<file path="src/rtl/c_fetch_buffer_pkg.sv">
// Shared compressed-extension definitions for the fetch front end.
//   PARCEL_W      : width of one instruction halfword parcel
//   C_OPCODE_32   : low two bits that mark a parcel as the first half of a
//                   32-bit instruction (anything else is compressed)
//   type_parcel_s : one buffered parcel together with its own address
package c_fetch_buffer_pkg;

  localparam int         PARCEL_W    = 16;
  localparam logic [1:0] C_OPCODE_32 = 2'b11;

  typedef struct packed {
    logic [PARCEL_W-1:0] data;
    logic [31:0]         pc;
  } type_parcel_s;

endpackage

</file>
<file path="src/rtl/c_parcel_ram.sv">
// Parcel storage for the fetch buffer: DEPTH x {parcel, pc} register array.
//   clk            : core clock
//   we0/waddr0/wdata0, we1/waddr1/wdata1 : two independent write ports
//   raddr0/rdata0, raddr1/rdata1         : two combinational read ports
// Contents are data only and carry no reset; validity is tracked by the
// owner through its pointers and count.
module c_parcel_ram
  import c_fetch_buffer_pkg::*;
#(
  parameter int DEPTH = 8,
  parameter int PTR_W = $clog2(DEPTH)
) (
  input  logic             clk,
  input  logic             we0,
  input  logic [PTR_W-1:0] waddr0,
  input  type_parcel_s     wdata0,
  input  logic             we1,
  input  logic [PTR_W-1:0] waddr1,
  input  type_parcel_s     wdata1,
  input  logic [PTR_W-1:0] raddr0,
  output type_parcel_s     rdata0,
  input  logic [PTR_W-1:0] raddr1,
  output type_parcel_s     rdata1
);

  type_parcel_s mem [DEPTH];

  // The owner never targets the same entry from both ports in one cycle
  // (they always address consecutive slots), so write order is irrelevant.
  always_ff @(posedge clk) begin
    if (we0) mem[waddr0] <= wdata0;
    if (we1) mem[waddr1] <= wdata1;
  end

  assign rdata0 = mem[raddr0];
  assign rdata1 = mem[raddr1];

endmodule

</file>
<file path="src/rtl/c_fetch_buffer.sv">
// Halfword-parcel FIFO between the icache response and the compressed
// misalign/decode stage. Aligned 32-bit fetch words are split into two
// 16-bit parcels; the head presents one whole instruction per beat
// (compressed, or 32-bit possibly straddling two fetch words).
//   clk, reset          : core clock, synchronous active-high reset
//   flush_i, flush_pc_i : redirect; empties the buffer, flush_pc_i[1]
//                         marks the lower parcel of the next word as dead
//   in_valid_i/in_ready_o, in_pc_i, in_word_i : fetch word input
//   out_valid_o/out_ready_i, out_instr_o, out_is_comp_o, out_pc_o :
//                         instruction output, zeroed when not valid
module c_fetch_buffer
  import c_fetch_buffer_pkg::*;
#(
  parameter int DEPTH = 8,
  parameter int PTR_W = $clog2(DEPTH)
) (
  input  logic        clk,
  input  logic        reset,
  input  logic        flush_i,
  input  logic [31:0] flush_pc_i,
  input  logic        in_valid_i,
  output logic        in_ready_o,
  input  logic [31:0] in_pc_i,
  input  logic [31:0] in_word_i,
  output logic        out_valid_o,
  input  logic        out_ready_i,
  output logic [31:0] out_instr_o,
  output logic        out_is_comp_o,
  output logic [31:0] out_pc_o
);

  localparam logic [PTR_W:0] ROOM_MAX = (PTR_W+1)'(DEPTH - 2);
  localparam logic [PTR_W:0] FULL_CNT = (PTR_W+1)'(DEPTH);
  localparam logic [PTR_W:0] CNT_ONE  = (PTR_W+1)'(1);
  localparam logic [PTR_W:0] CNT_TWO  = (PTR_W+1)'(2);

  function automatic logic parcel_is_comp(input logic [PARCEL_W-1:0] parcel);
    return parcel[1:0] != C_OPCODE_32;
  endfunction

  function automatic logic [31:0] join_instr(input logic                comp,
                                             input logic [PARCEL_W-1:0] lo,
                                             input logic [PARCEL_W-1:0] hi);
    return comp ? {16'h0000, lo} : {hi, lo};
  endfunction

  logic [PTR_W-1:0] rd_ptr;
  logic [PTR_W-1:0] wr_ptr;
  logic [PTR_W:0]   count;
  logic             drop_low;

  type_parcel_s     head_p0;
  type_parcel_s     head_p1;
  type_parcel_s     wdata0;
  type_parcel_s     wdata1;

  logic             head_comp;
  logic             head_vld;
  logic             push;
  logic             pop;
  logic [PTR_W:0]   push_n;
  logic [PTR_W:0]   pop_n;

  // ---- handshake decode ----
  assign in_ready_o = (count <= ROOM_MAX) && !flush_i;
  assign push       = in_valid_i && in_ready_o;

  assign head_comp  = parcel_is_comp(head_p0.data);
  // A 32-bit head with only its lower half buffered waits for the next word.
  assign head_vld   = (count >= CNT_ONE && head_comp) ||
                      (count >= CNT_TWO && !head_comp);
  assign pop        = head_vld && out_ready_i && !flush_i;

  assign push_n = !push ? '0 : (drop_low ? CNT_ONE : CNT_TWO);
  assign pop_n  = !pop  ? '0 : (head_comp ? CNT_ONE : CNT_TWO);

  // After a redirect to an odd halfword only the upper parcel is useful; it
  // then lands in the slot the lower parcel would normally have taken.
  always_comb begin
    wdata0 = '{data: in_word_i[15:0], pc: in_pc_i};
    if (drop_low) wdata0 = '{data: in_word_i[31:16], pc: in_pc_i + 32'd2};
    wdata1 = '{data: in_word_i[31:16], pc: in_pc_i + 32'd2};
  end

  // ---- storage ----
  c_parcel_ram #(
    .DEPTH (DEPTH),
    .PTR_W (PTR_W)
  ) u_ram (
    .clk    (clk),
    .we0    (push),
    .waddr0 (wr_ptr),
    .wdata0 (wdata0),
    .we1    (push && !drop_low),
    .waddr1 (wr_ptr + PTR_W'(1)),
    .wdata1 (wdata1),
    .raddr0 (rd_ptr),
    .rdata0 (head_p0),
    .raddr1 (rd_ptr + PTR_W'(1)),
    .rdata1 (head_p1)
  );

  // ---- control state ----
  always_ff @(posedge clk) begin
    if (reset) begin
      rd_ptr   <= '0;
      wr_ptr   <= '0;
      count    <= '0;
      drop_low <= 1'b0;
    end else if (flush_i) begin
      rd_ptr   <= '0;
      wr_ptr   <= '0;
      count    <= '0;
      drop_low <= flush_pc_i[1];
    end else begin
      rd_ptr <= rd_ptr + pop_n[PTR_W-1:0];
      wr_ptr <= wr_ptr + push_n[PTR_W-1:0];
      count  <= count + push_n - pop_n;
      if (push) drop_low <= 1'b0;
    end
  end

  // ---- output head ----
  always_comb begin
    out_valid_o   = head_vld;
    out_instr_o   = '0;
    out_is_comp_o = 1'b0;
    out_pc_o      = '0;
    if (head_vld) begin
      out_instr_o   = join_instr(head_comp, head_p0.data, head_p1.data);
      out_is_comp_o = head_comp;
      out_pc_o      = head_p0.pc;
    end
  end

  // The upper parcel's address is implied by the head address.
  logic unused_ok;
  assign unused_ok = ^{head_p1.pc, flush_pc_i[31:2], flush_pc_i[0]};

  // Structural guarantees of the pointer/count bookkeeping.
  a_count_bound : assert property (@(posedge clk) disable iff (reset)
    count <= FULL_CNT);
  a_no_pop_empty : assert property (@(posedge clk) disable iff (reset)
    pop |-> (count != '0));

endmodule

</file>
<file path="config.mk">
export PLATFORM = sky130hd
export DESIGN_NAME = c_fetch_buffer
export DESIGN_NICKNAME = d
export VERILOG_FILES = /design/src/rtl/c_fetch_buffer_pkg.sv /design/src/rtl/c_parcel_ram.sv /design/src/rtl/c_fetch_buffer.sv
export SDC_FILE = /design/constraint.sdc
export NUM_CORES = 1
export LEC_CHECK = 0
export BUFFER_PORTS_ARGS = -buffer_cell sky130_fd_sc_hd__buf_2
export CELL_PAD_IN_SITES_DETAIL_PLACEMENT = 1
export CELL_PAD_IN_SITES_GLOBAL_PLACEMENT = 1
export CORE_MARGIN = 2
export CORE_UTILIZATION = 51
export CTS_CLUSTER_SIZE = 40
export DETAILED_ROUTE_END_ITERATION = 7
export HOLD_SLACK_MARGIN = 0.12
export PLACE_DENSITY_LB_ADDON = 0.2
export SLEW_MARGIN = 20
export SYNTH_ARGS = -nofsm -noshare
export SYNTH_HDL_FRONTEND = slang
export SYNTH_SLANG_ARGS = --single-unit
</file>
<file path="constraint.sdc">
create_clock -name clk -period 7.6 [get_ports clk]
set_input_delay 0.38 -clock clk [delete_from_list [all_inputs] [get_ports clk]]
set_output_delay 0.38 -clock clk [all_outputs]
set_load 0.05 [all_outputs]
</file>
Word level (Yosys, flattened, before mapping). Memories as Yosys holds them, arrays and structs flattened. A register that Yosys moved wholly into a read port is not among the register bits. Cells that the tools add are included.

Magnitude comparators: 3. Reduce and logical (&&, ||, !) cells: 13. Equal/unequal tests: 1. Multiplexer cells: 16. Add/subtract/negate cells: 7.

Operators with widths (count): $mux 32 (3); $mux 48 (1); $add 32x2->32 const B (1); $mux 2 (4); $logic_and 1x1->1 (7); $mux 1 (7); $add 3x1->3 const B (2); $add 3x2->3 (2); $add 4x2->4 (1); $ge 4x1->1 const B (1); $ge 4x2->1 const B (1); $le 4x3->1 const B (1); $sub 4x2->4 (1); $logic_not 1->1 (3); $mux 3 (1); $ne 2x2->1 const B (1); $reduce_bool 2->1 (1); $reduce_or 2->1 (1); $logic_or 1x1->1 (1).

Memories kept: 1. Register bits: 11. Output and inout port bits: 67. Word-level logic and storage cells: 45. Input port bits: 101. Memory bits (writable): 384.

Memory list: u_ram.mem (depth 8, bits a word 48, rd ports 2, clocked after Yosys merged registers in 1, write ports 2, line c_parcel_ram.sv:26) `type_parcel_s mem [DEPTH];`.

Longest topological paths before layout.
Depth after elaboration: 9. Depth in mapped cells: 12. Depth with buffers taken out: 12.

By module. A second synthesis with hierarchy kept.

Cells, all modules: 1519. Area total of the unflattened synthesis: 24893.9 sq um.

Modules (own cells, without submodules): c_parcel_ram (seq. area each 11531.1 sq um, cells an instance 1173, area an instance 22263.9 sq um, instances 1); c_fetch_buffer (seq. area each 220.2 sq um, cells an instance 346, area an instance 2630.0 sq um, instances 1).

Least setup slack after synthesis. No wires, ideal clock.

Path type: reg-to-reg. Start: reg count[3]. End: mem u_ram.mem[0][0] in the netlist's numbering (enable). Clock period less this slack: 5.400 ns. Setup time: 0.528 ns. Data arrival time: 4.872 ns. Data required time: 7.072 ns. Stages on the path, launching flop included: 6. Slack: 2.200 ns. Buffers on the path: 0. Cell sequence: dfxtp_1 inv_1 ha_1 nor4bb_1 o211ai_1 o32ai_1.

RTL lines: from (decl) (line c_fetch_buffer.sv:49) `logic [PTR_W:0] count;`; from (signal assigned) (line c_fetch_buffer.sv:118) `count <= count + push_n - pop_n;`; to (decl) (line c_parcel_ram.sv:26).

==> key figures <==
Global routing
  – Total gr overflow: 0
  – GRT Overall Usage: 28.00%
  – Largest net degree at the start of global routing: 56
  – Initial antenna violation count: 2
  – First-pass GRT wire length: 92,070 um
  – Number of global-route vias before repair: 14,990

Critical path
  – Crit-path cells: buf_4 > mux2i_1 > o21ai_0 > o31ai_4 > buf_6 > buf_4 > nor2_1 > buf_2
  – Startpoint types: register
  – Worst EP required: 7.22 ns
  – R2r startpoint: rd_ptr[2]
  – CP most frequent cell: buf_4
  – CP arrival: 4.11 ns
  – Reg2Reg Depth: 11
  – Crit path largest cell delay: 0.75 ns
  – Reg-to-Reg End: count[3]
  – Worst setup path startpoint: rd_ptr[2]
  – Critical path endpoint: out_instr_o[4]
  – CP Capture Type: output port
  – Reg-to-reg setup timing slack: 3.47 ns
  – CP max stage cell: dfxtp_4
  – Crit path kind: reg -> out
  – Worst Path Max Fanout: 27

Floorplan
  – Die width: 211.6 um
  – Row Count: 76
  – Core area: 0.04279 mm2
  – Die ar.: 0.04477 mm2
  – Ports: 168
  – Vert. Die Dim: 211.6 um
  – Initial Util: 51.36%

Clock network
  – # H-tree levels: 2
  – CTS Sinks: 395
  – Clk Latency, worst-skew pair: 0.57 ns
  – CTS tree: done
  – Post_cts resized: 0
  – Total CTS buffers: 44
  – Root buffer cell: clkbuf_16
  – Post-CTS setup buffers: 0
  – Clock Path Buffers: 3
  – Worst-path clk slew: 0.06 ns

Power and ir drop
  – Power, Total: 5.677 mW
  – Power Dens Cells: 229.4 mW/mm2
  – Peak VDD IR: 205.7 uV
  – P_leak: 8.128 nW

Cells and area
  – Nets: 1,828
  – Most frequent cells in the layout: 384 x edfxtp_1, 179 x nor2_1, 166 x nand2_1
  – Layout area overhead: 12.59%
  – Commonest non-fill, non-tap cell in the layout: edfxtp_1
  – Share of layout cells above drive strength 1: 32.13%

Logic synthesis
  – Synthesized Nets: 1,712
  – Syn Area/Cell: 13.78 um2
  – Gate Count Post-Synth: 1,595
  – Ys async rst share: 0%
  – Area contributors post-synth: edfxtp_1 52%, mux4_2 13%, mux2_2 7.8%, xnor2_1 5.0%, xor2_1 4.6%
  – Yosys warns: 0
  – Post-synthesis register bit count: 395
  – EDFF count, synth: 384
  – Synth Area in Simple Gates: 8.477%
  – Synth cell types: 49
  – Main combinational cell family by area after synthesis: multiplexers
  – Mux share of post-synthesis cell area: 23.14%
  – Synth Area in Compound Gates: 1.622%
  – Post-synthesis sequential area ratio: 53.47%
  – Synth area leader: edfxtp_1
  – Synth Cell Area: 0.02198 mm2
  – Post-synthesis adder-cell area fraction: 1.047%
  – XOR/XNOR Fraction of Synth Area: 9.604%
  – Most used flip-flop cell after synthesis: edfxtp_1
  – Share of the synthesized area in the top cell type: 52.46%

STA
  – Minimum clock period: 4.492 ns
  – Setup Skew: 0.01485 ns
  – Max Slew Vio Count: 0
  – Slew of the pin with the lowest slew margin: 1.092 ns
  – Final hold viol count: 0
  – Setup TNS: 0 ns
  – RSZ-0062 raised after global routing: no
  – FMAX: 222.6 MHz
  – Final setup viols: 0
  – Fin crit share: 59.11%
  – Slew HR: 27.21%

Place
  – IO buf count: 136
  – Detailed Place HPWL: 36,510 um
  – Routability cong.: 0.7728

Route
  – Via density per instance: 6.039
  – Routed Antenna Nets: 0
  – WL per Instance: 26.73 um
  – Vias: 13,810
  – Drt drc: 0
  – Drt total wl: 61,120 um
  – Drt pass-1 iters: 5
  – 1st-iter DRT viols: 1,039

Run status
  – Outcome: complete, no violations

Flow run
  – MaxCap Viol Count: 0

Min path
  – Hold WC Path Type: in -> reg
==> cell usage after synthesis (5+ instances only) <==
| library cell | instances |
|---|---|
| mux4_2 | 128 |
| buf_1 | 20 |
| nand2_1 | 166 |
| mux2i_1 | 48 |
| buf_2 | 17 |
| inv_1 | 18 |
| a211oi_1 | 5 |
| nor3_1 | 5 |
| a21oi_1 | 35 |
| buf_4 | 13 |
| and2_1 | 8 |
| and3_1 | 5 |
| nand4_1 | 6 |
| edfxtp_1 | 384 |
| xor2_1 | 116 |
| mux2_2 | 153 |
| nand3_1 | 9 |
| dfxtp_1 | 11 |
| o21ai_1 | 8 |
| ha_1 | 12 |
| clkbuf_1 | 62 |
| xnor2_1 | 125 |
| nor2_2 | 12 |
| nor2_1 | 179 |
==> where the power goes <==
group / switching (mW) / internal (mW)
logic: 0.731 / 0.324
clock network: 0.870 / 1.25
registers: 0.0350 / 2.47
==> critical path, delay by kind of cell, from the launching register on <==
family          cells  cell delay (ns)
mux                 1             0.66
simple gates        1             0.10
compound gates      2             0.43
buf+inv             4             1.50
flops               1             0.75
==> layout make-up <==
| type | count | area, um2 |
|---|---|---|
| antenna | 1 | 2.502 |
| clock buffer | 58 | 1247 |
| clock inverter | 17 | 156.4 |
| fill | 4111 | 18040 |
| inverter | 18 | 67.56 |
| multi-input combinational | 1068 | 9773 |
| sequential | 395 | 11760 |
| tap | 546 | 683.2 |
| timing repair buffer | 184 | 1052 |
==> timing repair <==
action                                  CTS  global route
endpoints found under the hold margin     9             0
endpoints found under the setup margin    0             0
hold buffers                              3             0
==> sequential cells by signal, indices dropped and copies added, names as in the netlist <==
| name | flops |
|---|---|
| count | 4 |
| drop_low | 1 |
| rd_ptr | 3 |
| u_ram.mem | 384 |
| wr_ptr | 3 |
==> worst min-delay path by stage <==
stage | from | endpoint | cells after the start | slack, ns
2_1_floorplan | reset | drop_low | 1 | 0.45
3_3_place_gp | reset | drop_low | 2 | 0.56
3_5_place_dp | reset | drop_low | 2 | 0.56
4_1_cts | in_word_i[27] | u_ram.mem[6][43] | 2 | 0.21
5_1_grt | in_word_i[27] | u_ram.mem[3][43] | 2 | 0.24
6_report | in_word_i[27] | u_ram.mem[6][43] | 2 | 0.24
==> kinds of logic after synthesis <==
family | count (synthesis)
simple gates | 419
mux | 329
buf+inv | 132
xor+xnor | 241
flops | 395
fa+ha+maj | 16
compound gates | 63
==> metal layers <==
layer	vias to the layer above	part of all wire [%]	global-route usage [%]
met5	-	0.028	0
met4	2	2.8	8.961
met3	106	4.4	3.145
met2	400	52	50.14
met1	7216	41	35.66
li1	6088	-	-
==> through the flow <==
step                hold WS, ns  area [um2]  setup WS (ns)  std cells  util, %
floorplan                0.4491       21980          2.200       1595        -
global placement         0.5647       23280          3.515       2206    54.41
detailed placement       0.5640       23280          3.455       2206    54.41
CTS                      0.2127       24720          2.913       2284    57.76
global route             0.2417       24740          2.872       2286    57.82
finish                   0.2363       24750          3.108       2287    57.83
No activity file was read; power rests on OpenSTA's default activity.
